==> config.mk <==
export PLATFORM = sky130hd
export DESIGN_NAME = cpu_step_ctrl_flat
export DESIGN_NICKNAME = d
export VERILOG_FILES = /design/src/rtl/cpu_step_if.sv /design/src/rtl/cpu_step_ctrl.sv /design/src/flat_wrapper.sv
export SDC_FILE = /design/constraint.sdc
export NUM_CORES = 1
export LEC_CHECK = 0
export BUFFER_PORTS_ARGS = -buffer_cell sky130_fd_sc_hd__buf_2
export CORE_MARGIN = 4
export CORE_UTILIZATION = 30
export CTS_CLUSTER_DIAMETER = 150
export DETAILED_ROUTE_END_ITERATION = 12
export GPL_ROUTABILITY_DRIVEN = 0
export PLACE_DENSITY_LB_ADDON = 0.3
export SLEW_MARGIN = 20
export SYNTH_ARGS = -nofsm -noshare
export SYNTH_HDL_FRONTEND = slang
export SYNTH_SLANG_ARGS = --single-unit
==> constraint.sdc <==
create_clock -name CLOCK_50 -period 2.35 [get_ports CLOCK_50]
set_input_delay 0.235 -clock CLOCK_50 [delete_from_list [all_inputs] [get_ports CLOCK_50]]
set_output_delay 0.235 -clock CLOCK_50 [all_outputs]
set_load 0.01 [all_outputs]
==> src/rtl/cpu_step_if.sv <==
// Key/mode/config inputs and enable/status outputs of cpu_step_ctrl.
// master drives the controls, slave is the controller itself.
interface cpu_step_if #(
    parameter int BURST_W = 8,
    parameter int DIV_W   = 26,
    parameter int CNT_W   = 16
);
    logic               step_key_n;
    logic [1:0]         mode;
    logic [BURST_W-1:0] burst_len;
    logic [DIV_W-1:0]   run_div;
    logic               cpu_en;
    logic               busy;
    logic [CNT_W-1:0]   step_count;

    modport master (
        output step_key_n, mode, burst_len, run_div,
        input  cpu_en, busy, step_count
    );

    modport slave (
        input  step_key_n, mode, burst_len, run_div,
        output cpu_en, busy, step_count
    );
endinterface

==> src/rtl/cpu_step_ctrl.sv <==
// CPU clock-enable generator: debounced key drives step, burst,
// free-run and halt modes; counts every enable pulse issued.
module cpu_step_ctrl #(
    parameter int DEBOUNCE_CYCLES = 1000,
    parameter int BURST_W         = 8,
    parameter int DIV_W           = 26,
    parameter int CNT_W           = 16
) (
    input  logic       CLOCK_50,
    input  logic       resetn,
    cpu_step_if.slave  bus
);
    localparam int DBW = $clog2(DEBOUNCE_CYCLES);
    localparam logic [DBW-1:0] DB_LAST =
        DBW'(DEBOUNCE_CYCLES - 1);

    localparam logic [1:0] M_STEP  = 2'b00;
    localparam logic [1:0] M_BURST = 2'b01;
    localparam logic [1:0] M_RUN   = 2'b10;
    localparam logic [1:0] M_HALT  = 2'b11;

    typedef enum logic [1:0] {
        IDLE  = 2'd0,
        BURST = 2'd1,
        RUN   = 2'd2
    } state_t;

    logic               sync1, sync2;
    logic               db_level, db_prev;
    logic [DBW-1:0]     db_cnt;
    logic               press;

    state_t             state, state_n;
    logic [BURST_W-1:0] burst_rem, rem_n;
    logic [DIV_W-1:0]   div_cnt, div_n;
    logic               en_n;
    logic               cpu_en_q, busy_q;
    logic [CNT_W-1:0]   count_q;

    // Level is accepted only after a full run of differing samples.
    always_ff @(posedge CLOCK_50 or negedge resetn) begin
        if (!resetn) begin
            sync1    <= 1'b1;
            sync2    <= 1'b1;
            db_level <= 1'b1;
            db_prev  <= 1'b1;
            db_cnt   <= '0;
        end else begin
            sync1   <= bus.step_key_n;
            sync2   <= sync1;
            db_prev <= db_level;
            if (sync2 == db_level) begin
                db_cnt <= '0;
            end else if (db_cnt == DB_LAST) begin
                db_level <= sync2;
                db_cnt   <= '0;
            end else begin
                db_cnt <= db_cnt + DBW'(1);
            end
        end
    end

    assign press = db_prev & ~db_level;

    always_comb begin
        state_n = state;
        rem_n   = burst_rem;
        div_n   = div_cnt;
        en_n    = 1'b0;
        unique case (state)
            IDLE: begin
                if (bus.mode == M_RUN) begin
                    state_n = RUN;
                    div_n   = bus.run_div;
                end else if (press && bus.mode == M_BURST) begin
                    state_n = BURST;
                    rem_n   = (bus.burst_len == '0) ?
                              BURST_W'(1) : bus.burst_len;
                end else if (press && bus.mode == M_STEP) begin
                    en_n = 1'b1;
                end
            end
            BURST: begin
                if (bus.mode == M_HALT) begin
                    state_n = IDLE;
                end else begin
                    en_n  = 1'b1;
                    rem_n = burst_rem - BURST_W'(1);
                    if (burst_rem == BURST_W'(1))
                        state_n = IDLE;
                end
            end
            RUN: begin
                // A pulse due this cycle still goes out on exit.
                if (div_cnt == '0) begin
                    en_n  = 1'b1;
                    div_n = bus.run_div;
                end else begin
                    div_n = div_cnt - DIV_W'(1);
                end
                if (bus.mode != M_RUN)
                    state_n = IDLE;
            end
            default: state_n = IDLE;
        endcase
    end

    always_ff @(posedge CLOCK_50 or negedge resetn) begin
        if (!resetn) begin
            state     <= IDLE;
            burst_rem <= '0;
            div_cnt   <= '0;
            cpu_en_q  <= 1'b0;
            busy_q    <= 1'b0;
            count_q   <= '0;
        end else begin
            state     <= state_n;
            burst_rem <= rem_n;
            div_cnt   <= div_n;
            cpu_en_q  <= en_n;
            busy_q    <= (state != IDLE);
            count_q   <= count_q + CNT_W'(cpu_en_q);
        end
    end

    assign bus.cpu_en     = cpu_en_q;
    assign bus.busy       = busy_q;
    assign bus.step_count = count_q;
endmodule

==> src/flat_wrapper.sv <==
// flat-port wrapper written by rule: the top's interface ports become plain ports
module cpu_step_ctrl_flat 
#(
    parameter int DEBOUNCE_CYCLES = 1000,
    parameter int BURST_W         = 8,
    parameter int DIV_W           = 26,
    parameter int CNT_W           = 16
)
  (CLOCK_50, resetn, bus_step_key_n, bus_mode, bus_burst_len, bus_run_div, bus_cpu_en, bus_busy, bus_step_count);
  cpu_step_if #(.BURST_W(BURST_W), .DIV_W(DIV_W), .CNT_W(CNT_W)) bus_i ();
  input  logic CLOCK_50;
  input  logic resetn;
  input wire logic [$bits(bus_i.step_key_n)-1:0] bus_step_key_n;
  input wire logic [$bits(bus_i.mode)-1:0] bus_mode;
  input wire logic [$bits(bus_i.burst_len)-1:0] bus_burst_len;
  input wire logic [$bits(bus_i.run_div)-1:0] bus_run_div;
  output wire logic [$bits(bus_i.cpu_en)-1:0] bus_cpu_en;
  output wire logic [$bits(bus_i.busy)-1:0] bus_busy;
  output wire logic [$bits(bus_i.step_count)-1:0] bus_step_count;
  assign bus_i.step_key_n = bus_step_key_n;
  assign bus_i.mode = bus_mode;
  assign bus_i.burst_len = bus_burst_len;
  assign bus_i.run_div = bus_run_div;
  assign bus_cpu_en = bus_i.cpu_en;
  assign bus_busy = bus_i.busy;
  assign bus_step_count = bus_i.step_count;
  cpu_step_ctrl #(.DEBOUNCE_CYCLES(DEBOUNCE_CYCLES), .BURST_W(BURST_W), .DIV_W(DIV_W), .CNT_W(CNT_W)) u_core (.CLOCK_50(CLOCK_50), .resetn(resetn), .bus(bus_i));
endmodule
==> impl_metrics.toml, run 1 <==
[floorplan]
die_x_um = 119
row_count = 40
design.core.area_mm2 = 0.0120
die_y_um = 119
dieArea_mm2 = 0.0141
num_io_pins = 57
start_util_pct = 30.7

[grt]
grt_max_degree = 69
grt_pass1_vias = 3117
track_usage_pct = 13.3
grt_pass1_wl_mm = 15.3
grt_remaining_overflow = 0
grt_antenna_before_repair = 0

[pwr]
p_comb_share_pct = 13.3
swShare_pct = 24.1
p_seq_share_pct = 40.4
clockPowerShare_pct = 46.3
irDropWorstVdd_mv = 0.282
pwr_density_cell_mw_per_mm2 = 695
power.static_leakage_nw = 2.11
intPower_mw = 2.51
p_sw_mw = 0.798

[worst_hold_path]
holdPathStages = 3
hp-class = "in -> reg"

[synth]
synth_edf_count = 0
avgSynthCellArea_um2 = 9.33
synth_area_mm2 = 0.00369
synth_cells = 395
ys_ff_latch = 68
syn-num-nets = 441
synth_top_cell_area_share_pct = 43.4
ys_seq_area_share_pct = 46.3
ys_types = 54
synth_top_area_cell = "dfrtp_1"
synth_ff_type = "dfrtp_1"
async_flop_share_pct = 100
yosys.cell_count.top_type = "dfrtp_1"
synthTopCellsByCount = "dfrtp_1 (64), nor2_1 (43), nand2_1 (27), nand3_1 (27), o21ai_0 (27)"
yosys_warnings = 0
synth_area_leaders = "dfrtp_1 (43%), nor2_1 (4.4%), nand3_1 (3.7%), o21ai_0 (3.7%), xnor2_1 (3.3%)"

[final_layout]
multi_input_area_mm2 = 0.00187
fin_util_pct = 39.6
fin_nets = 527
fill_cells = 1205
syn_to_final_growth_pct = 29.1
seqCellArea_mm2 = 0.00171
diodes = 0
drive_above_1_share_pct = 26.5

[clocking]
clk_path_buf_depth = 2
clk_pin_slew_ns = 0.05
numCtsBuffers = 9
clockRootBuffer = "clkbuf_16"
clock-sinks = 68
htree_levels = 3
clkLatencyLatePin_ns = 0.33
cts_tree = "yes"

[route]
drt_wl_total_mm = 9.09
firstDrtPassIters = 4
wire_per_inst_um = 14.4
drc = 0
vias_per_cell = 5.08
first_iter_violations = 139
num_vias = 3213
postRouteAntennaNets = 0

[sta]
fmax_ghz = 0.443
relSlewSlack_pct = 55.6
finalCriticalPeriod_ns = 2.26
fin_skew_ns = 0.00626
rsz0062_at_grt = "false"
finalHoldViolCount = 0
timing.hold.ws_ns = 0.137
tightestPinTransition_ns = 0.665
setup_viol = 0
fin_ws_ns = 0.0924
final_max_slew_viol_count = 0
period_share_pct = 96.1

[setup_path]
crit_path_end_kind = "flop"
cp-start-kind = "flop"
required_ns = 2.56
path_max_fanout = 6
r2r_cells = 6
crit_type = "reg -> reg"
arrival_ns = 2.47

[placement]
port_buffers = 56
dp_hpwl_mm = 6.52
place_ws_ns = -0.0136

[run_status]
status = "finished clean"

[flow_run]
drv_cap = 0
## critical path, cell delays in order (launching register included)
cell     delay, ns
dfrtp_1       0.38
or4_1         0.58
nor4_2        0.28
buf_4         0.17
a31oi_4       0.14
o221a_2       0.33
a211o_1       0.26
## final cells by class
type | count | share of cell area, %
multi-input cells | 295 | 39.4
flip-flops and latches | 68 | 35.8
repair buffers | 94 | 12.9
clock buffers | 11 | 4.89
well taps | 147 | 3.86
clock inverters | 5 | 2.10
inverters | 13 | 1.02
## power groups by stage
stage	combinational [mW]	sequential, mW	clock, mW
2_1_floorplan	0.237	1.34	0
3_3_place_gp	0.417	1.35	0
3_5_place_dp	0.427	1.35	0
4_1_cts	0.432	1.33	1.58
5_1_grt	0.500	1.35	1.64
6_report	0.439	1.34	1.53
## sequential cells by signal (all words and copies together), names as in the netlist
register	cells
u_core.db_level	1
u_core.bus.step_count	16
u_core.div_cnt	26
u_core.bus.cpu_en	1
u_core.bus.busy	1
u_core.state	2
u_core.sync1	1
u_core.db_prev	1
u_core.db_cnt	10
u_core.sync2	1
u_core.burst_rem	8
## layout by cell type, fill, tap and decap left out, types with 3 or more instances in the layout
master     Yosys  layout
dfrtp_1       64      64
buf_2          4      56
nor2_1        43      43
buf_4          1      31
nand3_1       27      27
nand2_1       27      27
o21ai_0       27      27
nor3_1        18      18
a21oi_1       17      16
xnor2_1       14      14
inv_1         13      11
nand4_1       10      10
mux2i_1       10      10
nor4_1         9       9
clkbuf_16      0       9
or3_1          9       8
a2bb2oi_1      9       8
xor2_1         7       7
a22oi_1        7       7
or4_1          7       7
ha_1           7       7
a221o_1        5       5
or2_2          4       4
dfstp_2        4       4
nand4b_1       3       3
a21o_1         3       3
bufinv_16      0       3
buf_12         0       3
## what timing repair did
action | in CTS | in global routing
endpoints found under the setup margin | 5 | 24
hold buffers | 2 | 0
hold endpoints to repair | 65 | 0
pin swaps | 0 | 3
cloned | 0 | 0
buffers inserted | 0 | 2
gates resized for setup | 2 | 10
## cells by family after synthesis
| family | Yosys count | share of synthesized area, % |
|---|---|---|
| compound gates | 83 | 14.8 |
| xor+xnor | 21 | 4.99 |
| fa+ha+maj | 7 | 2.38 |
| buf+inv | 32 | 4.11 |
| flops | 68 | 46.3 |
| mux | 11 | 3.02 |
| simple gates | 173 | 24.5 |
## final timing paths
kind / from / endpoint / slack, ns
min: bus_run_div[4] / u_core.div_cnt[4]$_DFFE_PN0P_ / 0.14
min in group asynchronous: resetn / u_core.db_cnt[8]$_DFF_PN0_ / 0.47
max reg2reg: u_core.div_cnt[21]$_DFFE_PN0P_ / u_core.div_cnt[23]$_DFFE_PN0P_ / 0.09
max in group asynchronous: resetn / u_core.db_prev$_DFF_PN1_ / 1.56
min reg2reg: u_core.sync1$_DFF_PN1_ / u_core.sync2$_DFF_PN1_ / 0.36
max: u_core.div_cnt[21]$_DFFE_PN0P_ / u_core.div_cnt[23]$_DFFE_PN0P_ / 0.09
## metal layers
layer | global-route usage [%] | vias up | part of all wire [%]
li1 | - | 1613 | -
met2 | 20.4 | 66 | 46
met5 | 0 | - | 0
met1 | 18.7 | 1525 | 49
met3 | 2.33 | 9 | 4.1
met4 | 5.50 | 0 | 1.2
## stage by stage
step,instance area (um^2),total power [mW],cells,TNS (ns)
after floorplan,3690,1.58,395,0
after CTS,4710,3.35,631,0
after global routing,4760,3.49,633,0
after global placement,4350,1.77,613,0
after detailed placement,4350,1.78,613,-0.0412
final,4760,3.31,633,0
No activity file was read; power rests on OpenSTA's default activity.
==> inputs of run 2 (changes only) <==
--- a/config.mk
+++ b/config.mk
@@ -7,7 +7,7 @@
 export LEC_CHECK = 0
 export BUFFER_PORTS_ARGS = -buffer_cell sky130_fd_sc_hd__buf_2
 export CORE_MARGIN = 4
-export CORE_UTILIZATION = 30
+export CORE_UTILIZATION = 25
 export CTS_CLUSTER_DIAMETER = 150
 export DETAILED_ROUTE_END_ITERATION = 12
 export GPL_ROUTABILITY_DRIVEN = 0
==> constraint.sdc (replaced) <==
create_clock -name CLOCK_50 -period 2.3 [get_ports CLOCK_50]
set_input_delay 0.23 -clock CLOCK_50 [delete_from_list [all_inputs] [get_ports CLOCK_50]]
set_output_delay 0.23 -clock CLOCK_50 [all_outputs]
set_load 0.01 [all_outputs]
==> impl_metrics.toml, run 2 (synthesis results as in run 1) <==
[final_layout]
fill_cells = 1481
layout_common_cells = "dfrtp_1 (64), buf_2 (56), nor2_1 (43), buf_4 (43)"
regMostFlops = "u_core.div_cnt"
syn_to_final_growth_pct = 34.2
largest_register_ffs = 26
drive_above_1_share_pct = 30.0
fin_nets = 541
final_common_cell = "dfrtp_1"
instances_no_fill = 684
diodes = 0

[sta]
period_share_pct = 97.9
final_max_slew_viol_count = 0
tightestPinTransition_ns = 0.620
setup_viol = 0
fmax_ghz = 0.444
timing.hold.ws_ns = 0.114
rsz0062_at_grt = "true"
fin_skew_ns = 0.00693
finalCriticalPeriod_ns = 2.25
relSlewSlack_pct = 58.7
finalHoldViolCount = 0

[pwr]
irDropWorstVdd_mv = 0.388
pwr_density_cell_mw_per_mm2 = 690
power.static_leakage_nw = 2.18

[grt]
grt_remaining_overflow = 0
grt_pass1_wl_mm = 16.3
grt_pass1_vias = 3329
grt_max_degree = 69
track_usage_pct = 12.1
grt_antenna_before_repair = 0

[clocking]
htree_levels = 3
clockRootBuffer = "clkbuf_16"
clkLatencyLatePin_ns = 0.34
numCtsBuffers = 9
cts_tree = "yes"
clk_path_buf_depth = 2
clk_pin_slew_ns = 0.06
clock-sinks = 68

[placement]
dp_cells = 661
port_buffers = 56
dp_hpwl_mm = 6.90

[worst_hold_path]
holdPathStages = 2
holdPathEnd = "u_core.div_cnt[23]$_DFFE_PN0P_"
min_from = "bus_run_div[23]"
hp-class = "in -> reg"

[setup_path]
reg2reg_from = "u_core.div_cnt[0]$_DFFE_PN0P_"
required_ns = 2.56
arrival_ns = 2.51
rrSetupSlack_ns = 0.05
path_max_fanout = 4
reg2reg_to = "u_core.div_cnt[22]$_DFFE_PN0P_"
crit_path_end_kind = "flop"
r2r_cells = 8
cp-start-kind = "flop"
crit_type = "reg -> reg"

[route]
drc = 0
firstDrtPassIters = 4
num_vias = 3363
first_iter_violations = 139
wire_per_inst_um = 14.2
vias_per_cell = 4.92
postRouteAntennaNets = 0
drt_wl_total_mm = 9.72

[floorplan]
die_x_um = 129
die_y_um = 129
dieArea_mm2 = 0.0168
start_util_pct = 25.5
row_count = 44
num_io_pins = 57
design.core.area_mm2 = 0.0145

[run_status]
status = "finished clean"

[flow_run]
drv_cap = 0
-- run 2: cell count changes in the layout (fill, tap and decap cells not counted), sizes merged --
cell / delta
buf: +14
bufinv: -1
clkinv: +1
-- run 2: final cells by class --
| cell class | count | area, um^2 | area share [%] |
|---|---|---|---|
| Tap cell | 184 | 230 | 4.65 |
| Timing Repair Buffer | 108 | 728 | 14.7 |
| Multi-Input combinational cell | 295 | 1920 | 38.7 |
| Clock buffer | 11 | 243 | 4.91 |
| Clock inverter | 5 | 75.1 | 1.52 |
| Sequential cell | 68 | 1710 | 34.5 |
| Inverter | 13 | 48.8 | 0.986 |
-- run 2: per-layer routing --
metal | vias up | track usage, % | wire [um] | part of all wire [%]
li1 | 1650 | - | - | -
met1 | 1634 | 16.3 | 4700 | 48
met2 | 69 | 19.1 | 4480 | 46
met3 | 10 | 2.89 | 401 | 4.1
met4 | 0 | 4.28 | 138 | 1.4
met5 | - | 0 | 0 | 0
-- run 2: how the worst max path moves through the flow --
stage                                       start  cells after the start  slack [ns]                             end
floorplan           u_core.div_cnt[0]$_DFFE_PN0P_                      8        0.04  u_core.div_cnt[15]$_DFFE_PN0P_
global placement    u_core.div_cnt[1]$_DFFE_PN0P_                      9       -0.04  u_core.div_cnt[23]$_DFFE_PN0P_
finish              u_core.div_cnt[0]$_DFFE_PN0P_                      8        0.05  u_core.div_cnt[22]$_DFFE_PN0P_
global route        u_core.div_cnt[1]$_DFFE_PN0P_                      8       -0.04  u_core.div_cnt[23]$_DFFE_PN0P_
CTS                 u_core.div_cnt[1]$_DFFE_PN0P_                      8       0.004  u_core.div_cnt[22]$_DFFE_PN0P_
detailed placement  u_core.div_cnt[1]$_DFFE_PN0P_                      9       -0.12  u_core.div_cnt[23]$_DFFE_PN0P_
-- run 2: power by group --
part | internal, mW | switching, mW | leakage (nW)
clock network | 0.973 | 0.528 | 0.159
registers | 1.29 | 0.0720 | 0.865
logic | 0.281 | 0.272 | 1.16
total | 2.54 | 0.871 | 2.18
-- run 2: repair_timing --
| item | CTS | global route |
|---|---|---|
| pin swaps | 5 | 5 |
| buffers inserted | 2 | 3 |
| gates cloned | 0 | 0 |
| hold endpoints to repair | 65 | 0 |
| hold buffers | 2 | 0 |
| resized for setup | 6 | 13 |
| setup endpoints to repair | 18 | 19 |
-- run 2: stage by stage --
stage	total power, mW	utilization, %	setup TNS [ns]	setup slack [ns]	instance area (um^2)
final	3.41	34.2	0	0.0493	4950
after global routing	3.58	34.2	-0.118	-0.0432	4950
after CTS	3.42	33.6	0	0.00449	4860
after detailed placement	1.87	31.0	-1.05	-0.120	4490
after global placement	1.86	31.0	-0.0441	-0.0441	4490
after floorplan	1.62	-	0	0.0376	3690
-- run 2: critical path: stages, from the launching register on --
cell and delay [ns]:
dfrtp_1 0.39, inv_2 0.07, buf_6 0.11, ha_4 0.12, or3b_4 0.38, or3_4 0.37
or4_4 0.42, a21oi_2 0.14, a2bb2oi_1 0.16
==> inputs of run 3 (changes only) <==
--- a/config.mk
+++ b/config.mk
@@ -12,6 +12,7 @@
 export DETAILED_ROUTE_END_ITERATION = 12
 export GPL_ROUTABILITY_DRIVEN = 0
 export PLACE_DENSITY_LB_ADDON = 0.3
+export RECOVER_POWER = 25
 export SLEW_MARGIN = 20
 export SYNTH_ARGS = -nofsm -noshare
 export SYNTH_HDL_FRONTEND = slang
==> impl_metrics.toml, run 3 (synthesis results as in run 1) <==
[placement]
port_buffers = 56
dp_hpwl_mm = 6.90
dpl-instance-area_mm2 = 0.00449
dp_cells = 661
place_ws_ns = -0.120

[floorplan]
die_x_um = 129
die_y_um = 129
dieArea_mm2 = 0.0168
design.core.area_mm2 = 0.0145
row_count = 44
num_io_pins = 57
start_util_pct = 25.5

[pwr]
irDropWorstVdd_mv = 0.388
power.static_leakage_nw = 2.17
pwr_density_cell_mw_per_mm2 = 691

[grt]
grt_pass1_wl_mm = 16.3
grt_remaining_overflow = 0
grt_pass1_vias = 3329
grt_antenna_before_repair = 0
grt_max_degree = 69
track_usage_pct = 12.1

[clocking]
cts_tree = "yes"
clk_pin_slew_ns = 0.06
clockRootBuffer = "clkbuf_16"
numCtsBuffers = 9
htree_levels = 3
clk_path_buf_depth = 2
clkLatencyLatePin_ns = 0.34
clock-sinks = 68

[route]
first_iter_violations = 139
met1_length_mm = 4.67
num_vias = 3349
dr_wl_met3_um = 438
vias_per_cell = 4.90
firstDrtPassIters = 4
postRouteAntennaNets = 0
drt_wl_total_mm = 9.71
wl_met2_mm = 4.48
drc = 0
highest_layer = "met4"
wire_per_inst_um = 14.2

[final_layout]
drive_above_1_share_pct = 29.6
instances_no_fill = 684
design_area_mm2 = 0.00493
regMostFlops = "u_core.div_cnt"
fin_nets = 541
largest_register_ffs = 26
layout_common_cells = "dfrtp_1 (64), buf_2 (56), nor2_1 (43), buf_4 (42)"
final_common_cell = "dfrtp_1"
fin_util_pct = 34.1
diodes = 0
syn_to_final_growth_pct = 33.7

[worst_hold_path]
hp-class = "in -> reg"
holdPathStages = 2
min_from = "bus_run_div[23]"
holdPathEnd = "u_core.div_cnt[23]$_DFFE_PN0P_"

[sta]
fin_ws_ns = 0.0474
finalHoldViolCount = 0
fin_skew_ns = 0.00668
tightestPinTransition_ns = 0.983
period_share_pct = 97.9
rsz0062_at_grt = "true"
relSlewSlack_pct = 34.5
finalCriticalPeriod_ns = 2.25
fmax_ghz = 0.444
final_max_slew_viol_count = 0
setup_viol = 0

[setup_path]
crit_path_end_kind = "flop"
r2r_cells = 8
reg2reg_from = "u_core.div_cnt[0]$_DFFE_PN0P_"
crit_type = "reg -> reg"
cp-start-kind = "flop"
path_max_fanout = 4
reg2reg_to = "u_core.div_cnt[22]$_DFFE_PN0P_"
arrival_ns = 2.51
required_ns = 2.56
rrSetupSlack_ns = 0.05

[run_status]
status = "finished clean"

[flow_run]
drv_cap = 0
-- run 3: changes by cell type in the layout (fill, tap and decap cells not counted) --
cell      previous run  this run
buf_12               3         2
buf_4               43        42
clkbuf_1             1         2
clkbuf_4             0         1
dfstp_1              0         1
dfstp_2              4         3
-- run 3: worst max path at each step --
stage | from | to | depth (start not counted)
after floorplan | u_core.div_cnt[0]$_DFFE_PN0P_ | u_core.div_cnt[15]$_DFFE_PN0P_ | 8
after global placement | u_core.div_cnt[1]$_DFFE_PN0P_ | u_core.div_cnt[23]$_DFFE_PN0P_ | 9
after detailed placement | u_core.div_cnt[1]$_DFFE_PN0P_ | u_core.div_cnt[23]$_DFFE_PN0P_ | 9
after CTS | u_core.div_cnt[1]$_DFFE_PN0P_ | u_core.div_cnt[22]$_DFFE_PN0P_ | 8
after global routing | u_core.div_cnt[1]$_DFFE_PN0P_ | u_core.div_cnt[23]$_DFFE_PN0P_ | 8
final | u_core.div_cnt[0]$_DFFE_PN0P_ | u_core.div_cnt[22]$_DFFE_PN0P_ | 8
-- run 3: power by group --
| group | internal, mW | total [mW] | switching [mW] | leakage [nW] |
|---|---|---|---|---|
| Combinational | 0.279 | 0.550 | 0.271 | 1.15 |
| Clock | 0.973 | 1.50 | 0.528 | 0.159 |
| Sequential | 1.29 | 1.36 | 0.0717 | 0.865 |
| Total | 2.54 | 3.41 | 0.871 | 2.17 |
-- run 3: layout make-up --
cell class | instances | area (um^2)
sequential | 68 | 1710
tap | 184 | 230
timing repair buffer | 108 | 712
fill | 1482 | 9550
multi-input combinational | 295 | 1920
clock inverter | 5 | 75.1
inverter | 13 | 48.8
clock buffer | 11 | 243
-- run 3: through the flow --
step	hold slack [ns]	total power [mW]	setup TNS, ns
5_1_grt	0.116	3.58	-0.118
2_1_floorplan	-0.0656	1.62	0
6_report	0.113	3.41	0
3_5_place_dp	0.291	1.87	-1.05
4_1_cts	0.101	3.42	0
3_3_place_gp	0.291	1.86	-0.0441
-- run 3: timing repair --
action,CTS,global route
buffers inserted,2,3
pin swaps,5,5
hold buffers,2,0
gates cloned,0,0
setup endpoints to repair,18,19
resized for setup,6,13
endpoints found under the hold margin,65,0
-- run 3: layer usage --
| metal | global-route usage [%] | vias to the layer above |
|---|---|---|
| li1 | - | 1649 |
| met1 | 16.3 | 1624 |
| met2 | 19.1 | 65 |
| met3 | 2.89 | 11 |
| met4 | 4.28 | 0 |
| met5 | 0 | - |
-- run 3: critical path, stage by stage, from the launching register on --
cell	delay, ns
dfrtp_1	0.39
inv_2	0.08
buf_6	0.11
ha_4	0.12
or3b_4	0.38
or3_4	0.37
or4_4	0.42
a21oi_2	0.14
a2bb2oi_1	0.16
